--- config.mk ---
export PLATFORM = sky130hd
export DESIGN_NAME = fifo_burst_reader_flat
export DESIGN_NICKNAME = d
export VERILOG_FILES = /design/src/rtl/fifo_burst_reader_if.sv /design/src/rtl/fifo_burst_reader.sv /design/src/flat_wrapper.sv
export SDC_FILE = /design/constraint.sdc
export NUM_CORES = 1
export LEC_CHECK = 0
export CORE_UTILIZATION = 33
export CTS_CLUSTER_DIAMETER = 150
export DETAILED_ROUTE_END_ITERATION = 10
export PLACE_DENSITY_LB_ADDON = 0.3
export SYNTH_ARGS = -nofsm -noshare
export SYNTH_HDL_FRONTEND = slang
export SYNTH_SLANG_ARGS = --single-unit
--- constraint.sdc ---
create_clock -name clk -period 2 [get_ports clk]
set_input_delay 0.4 -clock clk [delete_from_list [all_inputs] [get_ports clk]]
set_output_delay 0.4 -clock clk [all_outputs]
set_load 0.1 [all_outputs]
--- src/rtl/fifo_burst_reader_if.sv ---
// fifo_burst_reader_if: bundles the burst control, upstream FWFT FIFO and
// downstream valid/ready stream. master = reader side, slave = environment.
interface fifo_burst_reader_if #(
  parameter int WIDTH  = 8,
  parameter int LENWID = 4
);
  logic              start;
  logic [LENWID-1:0] len;
  logic              busy;
  logic              done;
  logic              err;
  logic              fifo_empty;
  logic [WIDTH-1:0]  fifo_data;
  logic              fifo_pop;
  logic              out_valid;
  logic              out_ready;
  logic [WIDTH-1:0]  out_data;
  logic              out_last;

  modport master (
    input  start, len, fifo_empty, fifo_data, out_ready,
    output busy, done, err, fifo_pop,
    output out_valid, out_data, out_last
  );

  modport slave (
    output start, len, fifo_empty, fifo_data, out_ready,
    input  busy, done, err, fifo_pop,
    input  out_valid, out_data, out_last
  );
endinterface

--- src/rtl/fifo_burst_reader.sv ---
// fifo_burst_reader: pops len words from a FWFT FIFO into a registered
// valid/ready output stage, flags the last word and pulses done.
// Ports: clk, rst (async active-low), bus (fifo_burst_reader_if.master):
//   start/len/busy/done/err control, fifo_empty/fifo_data/fifo_pop
//   upstream, out_valid/out_ready/out_data/out_last downstream.
// Option: define READER_TIMEOUT_EN to abort a burst (err pulse) after
//   TIMEOUT consecutive empty-FIFO stall cycles; otherwise err is 0.
module fifo_burst_reader #(
  parameter int WIDTH   = 8,
  parameter int LENWID  = 4,
  parameter int TIMEOUT = 16
) (
  input logic                clk,
  input logic                rst,
  fifo_burst_reader_if.master bus
);
  typedef enum logic {IDLE, READ} state_e;

  state_e            state_q, state_d;
  logic [LENWID-1:0] rem_q, rem_d;
  logic              out_valid_q, out_valid_d;
  logic              out_last_q, out_last_d;
  logic [WIDTH-1:0]  out_data_q, out_data_d;
  logic              done_q, done_d;
  logic              pop;
  logic              hs;

`ifdef READER_TIMEOUT_EN
  localparam int SW = $clog2(TIMEOUT + 1);
  logic [SW-1:0] stall_q, stall_d;
  logic          err_q, err_d;
  logic          stall;
`endif

  assign hs  = out_valid_q & bus.out_ready;
  assign pop = (state_q == READ) & ~bus.fifo_empty
             & (rem_q != '0)
             & (~out_valid_q | bus.out_ready);

  always_comb begin
    state_d     = state_q;
    rem_d       = rem_q;
    out_valid_d = out_valid_q;
    out_last_d  = out_last_q;
    out_data_d  = out_data_q;
    done_d      = 1'b0;

    unique case (state_q)
      IDLE: begin
        if (bus.start) begin
          if (bus.len == '0) begin
            done_d = 1'b1;
          end else begin
            rem_d   = bus.len;
            state_d = READ;
          end
        end
      end
      READ: begin
        if (hs & out_last_q) begin
          state_d = IDLE;
          done_d  = 1'b1;
        end
      end
      default: state_d = IDLE;
    endcase

    // Pop refills the output stage in the same edge a handshake drains it.
    if (pop) begin
      out_data_d  = bus.fifo_data;
      out_valid_d = 1'b1;
      out_last_d  = (rem_q == LENWID'(1));
      rem_d       = rem_q - LENWID'(1);
    end else if (hs) begin
      out_valid_d = 1'b0;
      out_last_d  = 1'b0;
    end

`ifdef READER_TIMEOUT_EN
    stall_d = '0;
    err_d   = 1'b0;
    stall   = (state_q == READ) & (rem_q != '0)
            & bus.fifo_empty;
    if (stall) begin
      stall_d = stall_q + SW'(1);
      // Abort on the TIMEOUT-th stall cycle; a pending word stays put.
      if (stall_q == SW'(TIMEOUT - 1)) begin
        state_d = IDLE;
        rem_d   = '0;
        stall_d = '0;
        err_d   = 1'b1;
      end
    end
`endif
  end

  always_ff @(posedge clk or negedge rst) begin
    if (!rst) begin
      state_q     <= IDLE;
      rem_q       <= '0;
      out_valid_q <= 1'b0;
      out_last_q  <= 1'b0;
      out_data_q  <= '0;
      done_q      <= 1'b0;
    end else begin
      state_q     <= state_d;
      rem_q       <= rem_d;
      out_valid_q <= out_valid_d;
      out_last_q  <= out_last_d;
      out_data_q  <= out_data_d;
      done_q      <= done_d;
    end
  end

`ifdef READER_TIMEOUT_EN
  always_ff @(posedge clk or negedge rst) begin
    if (!rst) begin
      stall_q <= '0;
      err_q   <= 1'b0;
    end else begin
      stall_q <= stall_d;
      err_q   <= err_d;
    end
  end

  assign bus.err = err_q;
`else
  assign bus.err = 1'b0;
`endif

  assign bus.busy      = (state_q == READ);
  assign bus.done      = done_q;
  assign bus.fifo_pop  = pop;
  assign bus.out_valid = out_valid_q;
  assign bus.out_data  = out_data_q;
  assign bus.out_last  = out_last_q;
endmodule
--- src/flat_wrapper.sv ---
// flat-port wrapper written by rule: the top's interface ports become plain ports
module fifo_burst_reader_flat 
#(
  parameter int WIDTH   = 8,
  parameter int LENWID  = 4,
  parameter int TIMEOUT = 16
)
  (clk, rst, bus_start, bus_len, bus_fifo_empty, bus_fifo_data, bus_out_ready, bus_busy, bus_done, bus_err, bus_fifo_pop, bus_out_valid, bus_out_data, bus_out_last);
  fifo_burst_reader_if #(.WIDTH(WIDTH), .LENWID(LENWID)) bus_i ();
  input logic clk;
  input logic rst;
  input wire logic [$bits(bus_i.start)-1:0] bus_start;
  input wire logic [$bits(bus_i.len)-1:0] bus_len;
  input wire logic [$bits(bus_i.fifo_empty)-1:0] bus_fifo_empty;
  input wire logic [$bits(bus_i.fifo_data)-1:0] bus_fifo_data;
  input wire logic [$bits(bus_i.out_ready)-1:0] bus_out_ready;
  output wire logic [$bits(bus_i.busy)-1:0] bus_busy;
  output wire logic [$bits(bus_i.done)-1:0] bus_done;
  output wire logic [$bits(bus_i.err)-1:0] bus_err;
  output wire logic [$bits(bus_i.fifo_pop)-1:0] bus_fifo_pop;
  output wire logic [$bits(bus_i.out_valid)-1:0] bus_out_valid;
  output wire logic [$bits(bus_i.out_data)-1:0] bus_out_data;
  output wire logic [$bits(bus_i.out_last)-1:0] bus_out_last;
  assign bus_i.start = bus_start;
  assign bus_i.len = bus_len;
  assign bus_i.fifo_empty = bus_fifo_empty;
  assign bus_i.fifo_data = bus_fifo_data;
  assign bus_i.out_ready = bus_out_ready;
  assign bus_busy = bus_i.busy;
  assign bus_done = bus_i.done;
  assign bus_err = bus_i.err;
  assign bus_fifo_pop = bus_i.fifo_pop;
  assign bus_out_valid = bus_i.out_valid;
  assign bus_out_data = bus_i.out_data;
  assign bus_out_last = bus_i.out_last;
  fifo_burst_reader #(.WIDTH(WIDTH), .LENWID(LENWID), .TIMEOUT(TIMEOUT)) u_core (.clk(clk), .rst(rst), .bus(bus_i));
endmodule
==> results.md <==
STA:
- The final setup violation count is 0.
- The hold violation total from the final report came to 0.
- Timing would allow up to 523 MHz.
- The time the final worst path needs with I/O delays and setup is 1.91 ns.
- The clock arrives with 0.000927 ns of skew.
- The share of the cycle needed by the critical path after routing is 95.6%.
- The max-slew violation count was 0.
- Setup repair after global routing left no endpoint under its margin.
- After routing, the total negative slack on setup checks comes to 0 ns.

Worst hold path:
- The path class of the tightest hold or removal check is primary input to asynchronous set/reset pin.

Worst setup path:
- For the worst setup path, the data required time is 1.60 ns.
- The kind of cell with the highest combined delay on the critical path is flip-flops.
- The signal on the critical path passes through inv_1 -> ha_1 -> nor3b_4 -> nor3_4 -> buf_12.
- The launching element type of the critical path is a register.
- In this run the critical register-to-register path is captured at u_core.bus.out_data[4].
- In this run the critical register-to-register path is launched from u_core.rem_q[1].
- The worst-path cell with the longest stage delay is sky130_fd_sc_hd__dfrtp_1.
- The peak per-stage delay on the critical path is 0.38 ns.
- Measured in cells, the most critical reg-to-reg path has a length of 7.
- For flop-to-flop paths, the worst setup slack is 0.19 ns.
- In this run the worst path has a maximum fanout of 3.
- The endpoint class of the critical path is a primary output.
- Data arrives at the worst endpoint at 1.51 ns.
- The most critical setup path has its startpoint at u_core.rem_q[1].
- Together, buffers and inverters on the worst path number 2.
- The class of the most critical setup path is register to primary output.

Synthesis:
- Summing every instance area after synthesis gives 781 sq um.
- The post-synthesis instance total is 68.
- Synthesis produced a netlist with a net count of 87.
- Of all cell types, the one taking the most synthesized area is sky130_fd_sc_hd__dfrtp_1.
- Sequential cells were found to cover 51.3% of the synthesized design area.
- The mean area per synthesized cell is 11.5 sq um.
- After synthesis, the share of flip-flops with an asynchronous set or reset is 100%.
- For this run, the leading register cell type out of synthesis is sky130_fd_sc_hd__dfrtp_1.
- In this run, synthesis produced a sequential element count of 16.
- The number of distinct library cells after synthesis is 28.
- For this run, the number of Yosys warnings is 0.
- In this run the biggest area consumer among cell types represents 51.3% of the synthesized area.
- By area the synthesized netlist is led by sky130_fd_sc_hd__dfrtp_1, sky130_fd_sc_hd__mux2_2, sky130_fd_sc_hd__a21oi_1.
- Yosys mapped a number of flops with a built-in enable equal to 0.

Clock tree:
- The number of H-tree levels is 1.
- The worst-case clock buffer depth is 2.
- Counting every sink on the clock net gives 16.
- The later-pin clock latency in the skew report is 0.28 ns.
- The number of buffers added by the clock tree synthesis step is 3.
- TritonCTS built the clock tree.
- Clock-pin slew was measured on the worst setup and hold paths at 0.09 ns.
- The cell sitting at the root of the clock tree is a sky130_fd_sc_hd__clkbuf_4.

Floorplanning:
- The floorplan step defined a die boundary enclosing 2560 sq um.
- The core outline area is 2210 sq um.
- The site row count is 17.
- The top-level I/O count is 31.
- The overall die width is 50.6 um.
- The effective utilization at floorplan is 35.3%.
- Measured along the y axis, the die boundary spans 50.6 um.

Final layout:
- After the last flow step, the layout net total stands at 128.
- 0 antenna diodes ended up in the layout.
- In the final layout, the share of cells above drive strength 1 is 37.0%.
- Compared with the post-synthesis result, the final layout area differs by 51.1%.
- Excluding fillers, the count of instances in the completed layout stands at 136.
- The library cells used most frequently in the layout, excluding fill and tap cells, are sky130_fd_sc_hd__buf_4, sky130_fd_sc_hd__clkdlybuf4s50_1, sky130_fd_sc_hd__dfrtp_1.
- Cells fill 53.3% of the core in the end.
- The most common cell after layout, fill and taps aside is sky130_fd_sc_hd__buf_4.

Placement:
- The post-detailed-placement half-perimeter wirelength is 1240 um.
- The number of port buffers is 29.
- The number of placed instances, taps included, is 129.
- Routability-driven placement finished with a final weighted congestion of 0.747.

Global routing:
- The overall routing resource usage is 15.3%.
- The initial antenna violation count is 0.
- The number of global-route vias before repair came to 647.
- The remaining global-route overflow is 0.
- Entering global routing, the biggest net connects 17 pins.
- The first global-routing pass estimated 2840 um of wire.

Routing:
- For this run, design rule violations remaining after detail routing come to 0.
- The detailed-route wire length per cell is 12.2 um.
- The violation count after the first detailed-route iteration is 14.
- The pre-antenna-repair detailed-routing pass consisted of 4 iterations.
- Across all layers, the routed design uses 665 vias.
- After detailed routing, the number of vias per cell comes to 4.89.
- The total wirelength of the detailed-routed design is 1660 um.
- The number of nets still failing antenna checks after routing is 0.

Job:
- Max-cap violations in this run came to 0.

Outcome:
- The flow ran to the end, and the final reports show no timing, DRC or antenna violations.
cell usage after synthesis (all sizes together), types with 2 or more instances:
library cell   n
ha             2
nor2b          2
dfrtp         16
o21ai          3
mux2           8
nand3          3
buf            2
o21bai         2
a21oi          5
nand2          5
inv            5
repair_timing:
item | in CTS | in global routing
gates cloned | 0 | 0
resized for setup | 0 | 1
pin swaps | 1 | 0
hold endpoints to repair | 0 | 0
endpoints found under the setup margin | 1 | 1
setup buffers | 1 | 2
hold buffers | 0 | 0
worst reg2reg max path, cell delays in order (launching register included):
cell and delay (ns):
sky130_fd_sc_hd__dfrtp_1 0.38, sky130_fd_sc_hd__inv_1 0.07, sky130_fd_sc_hd__ha_1 0.21, sky130_fd_sc_hd__nor3b_4 0.17
sky130_fd_sc_hd__nor3_4 0.18, sky130_fd_sc_hd__buf_4 0.15, sky130_fd_sc_hd__buf_4 0.18, sky130_fd_sc_hd__mux2_2 0.35
cells by family (layout without fill, tap and decap cells):
kind of cell	count (synthesis)	in the layout	share of synthesized area [%]
fa+ha+maj	2	2	3.20
flops	16	16	51.3
mux	9	9	12.8
simple gates	18	18	15.1
compound gates	15	15	12.3
other cells	1	1	0.480
buf+inv	7	47	4.81
metal layers:
layer | GRT usage, % | wire [um]
met1 | 18.1 | 695
met2 | 24.9 | 843
met3 | 4.24 | 83
met4 | 8.33 | 34
met5 | 0 | 0
worst max-delay path by stage:
stage | to | cells after the start
2_1_floorplan | u_core.bus.out_data[0] | 4
3_3_place_gp | u_core.bus.out_data[3] | 5
3_5_place_dp | u_core.bus.out_data[4] | 5
4_1_cts | bus_fifo_pop | 5
5_1_grt | bus_fifo_pop | 5
6_report | bus_fifo_pop | 5
registers in the layout (all words and copies together) (netlist names):
name	flops
u_core.rem_q	4
u_core.bus.out_data	8
u_core.bus.busy	1
u_core.bus.out_valid	1
u_core.bus.done	1
u_core.bus.out_last	1
through the flow:
stage	instance area, sq um	worst slack [ns]	hold WS [ns]
finish	1180	0.0883	0.428
global route	1180	0.00827	0.432
CTS	1160	0.0146	0.426
detailed placement	1110	0.0436	0.496
global placement	1110	0.0790	0.492
floorplan	783	0.0211	0.104
final cells by class:
cell class	instances	area, sq um
Timing Repair Buffer	38	338
Inverter	5	18.8
Sequential cell	16	403
Fill cell	217	1030
Clock buffer	4	36.3
Tap cell	28	35.0
Multi-Input combinational cell	45	349
Power is not shown: default switching activity piles up to over one toggle a cycle in this logic, so the estimate is an artifact.
